**config.mk**
```make
export PLATFORM = sky130hd
export DESIGN_NAME = col_dot_engine
export DESIGN_NICKNAME = d
export VERILOG_FILES = /design/src/rtl/qr_pkg.sv /design/src/rtl/fxp_mac.sv /design/src/rtl/col_dot_engine.sv
export SDC_FILE = /design/constraint.sdc
export NUM_CORES = 2
export LEC_CHECK = 0
export CAP_MARGIN = 40
export CELL_PAD_IN_SITES_DETAIL_PLACEMENT = 1
export CELL_PAD_IN_SITES_GLOBAL_PLACEMENT = 1
export CORE_MARGIN = 4
export CORE_UTILIZATION = 52
export CTS_BUF_LIST = sky130_fd_sc_hd__clkbuf_8
export DETAILED_ROUTE_END_ITERATION = 8
export PLACE_DENSITY_LB_ADDON = 0.08
export SKIP_CTS_REPAIR_TIMING = 1
export SYNTH_ARGS = -nofsm -noshare
export SYNTH_HDL_FRONTEND = slang
export SYNTH_HIERARCHICAL = 1
export SYNTH_SLANG_ARGS = --single-unit
```
**constraint.sdc**
```tcl
create_clock -name clk -period 10 [get_ports clk]
set_input_delay 1 -clock clk [delete_from_list [all_inputs] [get_ports clk]]
set_output_delay 1 -clock clk [all_outputs]
set_load 0.03 [all_outputs]
```
**src/rtl/qr_pkg.sv**
```systemverilog
// qr_pkg: shared constants, FSM state type and the output shift/saturate
// helper for the QR datapath dot-product engine.
//   DEF_*       default element width, fractional bits and vector length
//   SAT_W       working width of sat_shift; must cover the accumulator width
//   state_e     col_dot_engine FSM states
//   sat_shift() arithmetic right shift by frac_b, then clamp to a signed
//               data_w-bit range (result is sign-extended to SAT_W bits)
package qr_pkg;

  localparam int DEF_DATA_WIDTH = 32;
  localparam int DEF_FRAC_BITS  = 16;
  localparam int DEF_VECTOR_LEN = 3;

  // Wide enough for 2*DATA_WIDTH + log2(VECTOR_LEN) + 1 at any sane size.
  localparam int SAT_W = 192;

  typedef enum logic [1:0] {
    ACCUM = 2'd0,
    DRAIN = 2'd1,
    OUT   = 2'd2
  } state_e;

  // Shift is arithmetic (floor), no rounding; then clamp to the
  // representable range of a data_w-bit signed value.
  function automatic logic signed [SAT_W-1:0] sat_shift(
    input logic signed [SAT_W-1:0] acc,
    input int                      data_w,
    input int                      frac_b
  );
    logic signed [SAT_W-1:0] one, sh, hi, lo, res;
    one    = '0;
    one[0] = 1'b1;
    sh     = acc >>> frac_b;
    hi     = (one <<< (data_w - 1)) - one;
    lo     = -(one <<< (data_w - 1));
    if (sh > hi)      res = hi;
    else if (sh < lo) res = lo;
    else              res = sh;
    return res;
  endfunction

endpackage

```
**src/rtl/fxp_mac.sv**
```systemverilog
// fxp_mac: two-stage signed multiply-accumulate.
//   clk, reset  clock, synchronous active-high reset
//   en          capture a*b into the product register this edge
//   clr         zero the accumulator (takes priority over accumulation)
//   a, b        signed operands, DATA_WIDTH bits
//   acc         running sum of full-precision products, ACC_WIDTH bits
// A product captured on an en edge is folded into acc on the following edge.
module fxp_mac #(
  parameter int DATA_WIDTH = 32,
  parameter int ACC_WIDTH  = 67
) (
  input  logic                        clk,
  input  logic                        reset,
  input  logic                        en,
  input  logic                        clr,
  input  logic [DATA_WIDTH-1:0]       a,
  input  logic [DATA_WIDTH-1:0]       b,
  output logic signed [ACC_WIDTH-1:0] acc
);

  localparam int PW = 2 * DATA_WIDTH;

  logic signed [PW-1:0]        prod_q, prod_d;
  logic                        prod_v_q, prod_v_d;
  logic signed [ACC_WIDTH-1:0] acc_q, acc_d;
  logic signed [PW-1:0]        a_x, b_x;

  always_comb begin
    // Sign-extend before multiplying so the truncated product is exact.
    a_x      = PW'($signed(a));
    b_x      = PW'($signed(b));
    prod_d   = prod_q;
    prod_v_d = en;
    if (en) prod_d = a_x * b_x;
    acc_d = acc_q;
    if (clr)           acc_d = '0;
    else if (prod_v_q) acc_d = acc_q + ACC_WIDTH'(prod_q);
  end

  always_ff @(posedge clk) begin
    if (reset) begin
      prod_q   <= '0;
      prod_v_q <= 1'b0;
      acc_q    <= '0;
    end else begin
      prod_q   <= prod_d;
      prod_v_q <= prod_v_d;
      acc_q    <= acc_d;
    end
  end

  assign acc = acc_q;

endmodule

```
**src/rtl/col_dot_engine.sv**
```systemverilog
// col_dot_engine: pops column a / column b FIFOs in lockstep VECTOR_LEN
// times, accumulates the signed fixed-point dot product and offers the
// shifted, saturated result over a valid/ready handshake.
//   clk, reset          clock, synchronous active-high reset
//   a_empty/a_data/a_rd column-a FIFO (head shown combinationally, rd pops)
//   b_empty/b_data/b_rd column-b FIFO
//   dot_out             saturated result, same Q format as inputs; 0 when idle
//   dot_valid/dot_ready result handshake
//   busy                vector partially consumed or result pending
module col_dot_engine
  import qr_pkg::*;
#(
  parameter int DATA_WIDTH = DEF_DATA_WIDTH,
  parameter int FRAC_BITS  = DEF_FRAC_BITS,
  parameter int VECTOR_LEN = DEF_VECTOR_LEN
) (
  input  logic                  clk,
  input  logic                  reset,
  input  logic                  a_empty,
  input  logic [DATA_WIDTH-1:0] a_data,
  output logic                  a_rd,
  input  logic                  b_empty,
  input  logic [DATA_WIDTH-1:0] b_data,
  output logic                  b_rd,
  output logic [DATA_WIDTH-1:0] dot_out,
  output logic                  dot_valid,
  input  logic                  dot_ready,
  output logic                  busy
);

  localparam int CNT_WIDTH = $clog2(VECTOR_LEN + 1);
  localparam int ACC_WIDTH = 2 * DATA_WIDTH + $clog2(VECTOR_LEN) + 1;

  localparam logic [CNT_WIDTH-1:0] CNT_MAX  = CNT_WIDTH'(VECTOR_LEN);
  localparam logic [CNT_WIDTH-1:0] CNT_LAST = CNT_WIDTH'(VECTOR_LEN - 1);

  state_e                      state_q, state_d;
  logic [CNT_WIDTH-1:0]        cnt_q, cnt_d;
  logic                        pop, accept;
  logic signed [ACC_WIDTH-1:0] acc;

  always_comb begin
    pop       = (state_q == ACCUM) && !a_empty && !b_empty && (cnt_q < CNT_MAX);
    dot_valid = (state_q == OUT);
    accept    = dot_valid && dot_ready;
    state_d   = state_q;
    cnt_d     = cnt_q;

    if (accept)   cnt_d = '0;
    else if (pop) cnt_d = cnt_q + 1'b1;

    case (state_q)
      // Last pop of the vector: one more cycle lets its product land in acc.
      ACCUM:   if (pop && cnt_q == CNT_LAST) state_d = DRAIN;
      DRAIN:   state_d = OUT;
      OUT:     if (dot_ready) state_d = ACCUM;
      default: state_d = ACCUM;
    endcase

    a_rd    = pop;
    b_rd    = pop;
    busy    = (state_q != ACCUM) || (cnt_q != '0);
    dot_out = dot_valid ? DATA_WIDTH'(sat_shift(SAT_W'(acc), DATA_WIDTH, FRAC_BITS)) : '0;
  end

  always_ff @(posedge clk) begin
    if (reset) begin
      state_q <= ACCUM;
      cnt_q   <= '0;
    end else begin
      state_q <= state_d;
      cnt_q   <= cnt_d;
    end
  end

  // Accumulator is cleared on handshake so the next vector starts from zero.
  fxp_mac #(
    .DATA_WIDTH(DATA_WIDTH),
    .ACC_WIDTH (ACC_WIDTH)
  ) u_mac (
    .clk  (clk),
    .reset(reset),
    .en   (pop),
    .clr  (accept),
    .a    (a_data),
    .b    (b_data),
    .acc  (acc)
  );

endmodule

```
==> results.env <==
SYN_TO_FINAL_GROWTH_PCT=6.39
CLOCK_INSERTION_DELAY_WORST_SKEW_NS=0.49
DIE_AREA_SQ_MM=0.0913
SETUP_TNS_NS=0
NETLIST_AREA_SQ_MM=0.0450
REG2REG_DEPTH=14
SETUP_VIOL=0
DETAIL_ROUTE.WL_PER_CELL_UM=21.0
SYNTH-EDFF-COUNT=0
SETUP.WORST_PATH.START_CLASS='primary input'
TIMING_HOLD_VIOLATIONS_FINAL=0
HPWLAFTERDP_UM=111000
SLEW_HEADROOM_PCT=38.1
DETAILEDROUTE.FIRSTITERATIONVIOLATIONS=1434
MIN_DELAY_WORST_ENDPOINT='u_mac/prod_q[53]'
STARTPOINT='a_data[13]'
DIE_Y_UM=302
MIN_PERIOD_OVER_PERIOD_PCT=91.2
INITIAL_UTILIZATION_PCT=52.6
DETAIL_ROUTE.DRC_VIOLATIONS=0
IOS=105
FINAL_LAYOUT_SIZE_SUFFIX_GT1_SHARE_PCT=4.04
STATUS='finished, final reports clean'
SYNTHARSTFLOPSHARE_PCT=0
CRITPATHCAPTURETYPE='flop'
DIE-WIDTH_UM=302
POST_SYNTH_INST_COUNT=4923
FIRST_GLOBAL_VIAS=38200
LAYOUT.NETS=6320
GRT_ANTENNA_BEFORE_REPAIR=4
CTS_TREE='built'
FINAL.SETUP_SKEW_NS=0.0204
GRT_USE_TOTAL_PCT=28.9
RSZ_0062_RAISED_AFTER_GLOBAL_ROUTING='no'
FIRSTDRTPASSITERS=5
ROWS=107
SYN_NETS=6328
TIMING.SETUP.CRITICAL_PATH_CLASS='in2reg'
NUM-FILL-CELLS=9899
PATH_MAX_FANOUT=13
CLOCKROOTBUFFER='clkbuf_8'
FLOORPLAN.CORE_AREA_SQ_MM=0.0855
TRITONCTS_BUFFERS=17
FF2FF_SETUP_SLACK_NS=6.10
YOSYS_WARNINGS=6
HOLDPATHSTAGES=2
SHORTEST_PERIOD_THE_WORST_PATH_ALLOWS_NS=9.12
WORST_HOLD_STARTPOINT='u_mac/prod_q[53]'
DRV_SLEW=0
GRT_PASS1_WL_UM=207000
IO_BUFFER_COUNT=104
WORST-ENDPOINT-REQUIRED_NS=10.34
CTS_NUM_SINKS=136
GRT_START_MAX_NET_PINS=60
DRT-VIAS-PER-INSTANCE=5.44
DETAILROUTE.VIA_COUNT=33100
CP_DATA_ARRIVAL_TIME_NS=9.46
POSTSYNTHREGISTERBITS=136
FINAL_ANTENNA_NET_COUNT=0
H-TREE-DEPTH=4
MAX-CAP-VIOLATIONS=0
CTS-ROOT-TO-SINK-BUFFERS=2
GP_CONGESTION=0.934
WORSTREG2REGEND='u_mac/acc[58]'
HOLDCRITPATHCLASS='reg2reg'
MAX_FREQ_MHz=110
SYNTH_FF_TYPE='dfxtp_1'
COUNT_OF_UNIQUE_LIBRARY_CELLS_INSTANTIATED_BY_YOSYS=87
WORSTMARGINPINSLEW_NS=0.925
R2R-START='u_mac/prod_q[0]'
PATH_CLK_SLEW_NS=0.07
SYNTH-SEQ-AREA-SHARE_PCT=6.05
WL_UM=128000
SYNTHESIS.AREA_PER_INSTANCE_SQ_UM=9.14
GLOBAL_ROUTE.OVERFLOW_TOTAL=0
how the worst max path moves through the flow:
stage / to / slack [ns]
after floorplan: u_mac/prod_q[63] / 1.51
after global placement: u_mac/prod_q[63] / 0.52
after detailed placement: u_mac/prod_q[60] / 0.46
after CTS: u_mac/prod_q[62] / 0.96
after global routing: u_mac/prod_q[47] / 0.51
final: u_mac/prod_q[62] / 0.88
through the flow:
stage                     util (%)  cell area [sq um]  hold WS, ns  setup slack, ns  std cells
final                         56.0              47900        0.466            0.881       6075
after global routing          56.0              47900        0.494            0.513       6074
after detailed placement      55.4              47400        0.451            0.461       6039
after CTS                     55.9              47900        0.475            0.957       6071
after global placement        55.3              47300        0.445            0.522       6035
after floorplan                  -              45000        0.429             1.51       4923
layout by cell type (no fill, tap or decap), types with 20 or more instances in the layout:
cell type           n
o21a_1             46
inv_1             999
nand2b_1           23
clkbuf_8           21
clkdlybuf4s50_1   103
nand2_1           585
o21bai_1           25
nor2_1            188
buf_4             123
nand4_1            29
a21o_1             74
xor2_1             41
a211oi_1           20
mux2i_1            78
fa_1             1083
a21oi_1           152
xnor2_1            92
dfxtp_1           135
nand3_1            41
and2_1            529
o21ai_0            86
ha_1              253
routing by layer:
layer,global-route usage (%),wire length [um]
met1,34.6,50500
met3,2.58,3190
met2,54.8,69100
met4,9.60,4810
met5,0,0
critical path: stages:
cell and delay (ns):
clkdlybuf4s50_1 0.95, buf_4 0.27, nand2_1 0.08, fa_1 0.46, fa_1 0.57, fa_1 0.48
fa_1 0.56, inv_1 0.06, fa_1 0.50, inv_1 0.06, fa_1 0.55, inv_1 0.06
fa_1 0.40, fa_1 0.50, ha_1 0.38, a211oi_1 0.32, o21ai_0 0.14, a221oi_1 0.50
o22ai_1 0.25, a211oi_1 0.30, o21a_1 0.22, o21a_1 0.21, o31ai_4 0.12, a221oi_2 0.25
xor2_1 0.17, o21ai_1 0.07
sequential cells by signal, indices dropped and copies added, names as in the netlist:
register,count
u_mac/acc,67
u_mac/prod_q,64
cnt_q,2
state_q,2
u_mac/prod_v_q,1
cell usage after synthesis (5+ instances only):
master       n  area (sq um)
fa_1      1083         21700
inv_1      998          3750
nand2_1    585          2200
and2_1     529          3310
ha_1       253          3170
clkbuf_1   233           875
nor2_1     188           706
a21oi_1    152           761
dfxtp_1    136          2720
xnor2_1     92           806
o21ai_0     86           430
mux2i_1     78           781
a21o_1      74           556
o21a_1      46           345
nand3_1     41           205
xor2_1      41           359
nand4_1     29           181
o21bai_1    25           188
nand2b_1    23           144
a211oi_1    20           150
a31oi_1     15          93.8
o21ai_1     14          70.1
nor3_1      13          65.1
and3_1      11          68.8
buf_1       10          37.5
nor2b_1     10          62.6
nor4_1       8          50.1
buf_2        7          35.0
a21boi_0     6          45.0
buf_4        6          45.0
o211ai_1     6          45.0
o22ai_1      5          31.3
or3_1        5          31.3
logic make-up (layout without fill, tap and decap cells):
group           after synthesis  in the layout  synth area share, %
compound gates              508            508                 7.49
mux                          79             79                 1.76
buf+inv                    1259           1264                 10.7
other cells                   0              3                    0
fa+ha+maj                  1336           1336                 55.2
xor+xnor                    133            133                 2.59
simple gates               1472           1472                 16.2
flops                       136            136                 6.05
layout make-up:
| type | count | area [sq um] | area share, % |
|---|---|---|---|
| Sequential cell | 136 | 2720 | 5.69 |
| Clock inverter | 11 | 170 | 0.355 |
| Antenna cell | 3 | 7.51 | 0.0157 |
| Multi-Input combinational cell | 3528 | 37500 | 78.2 |
| Timing Repair Buffer | 233 | 2050 | 4.28 |
| Inverter | 999 | 3750 | 7.83 |
| Clock buffer | 21 | 289 | 0.604 |
| Tap cell | 1144 | 1430 | 2.99 |
Power is not shown: default switching activity piles up to over one toggle a cycle in this logic, so the estimate is an artifact.
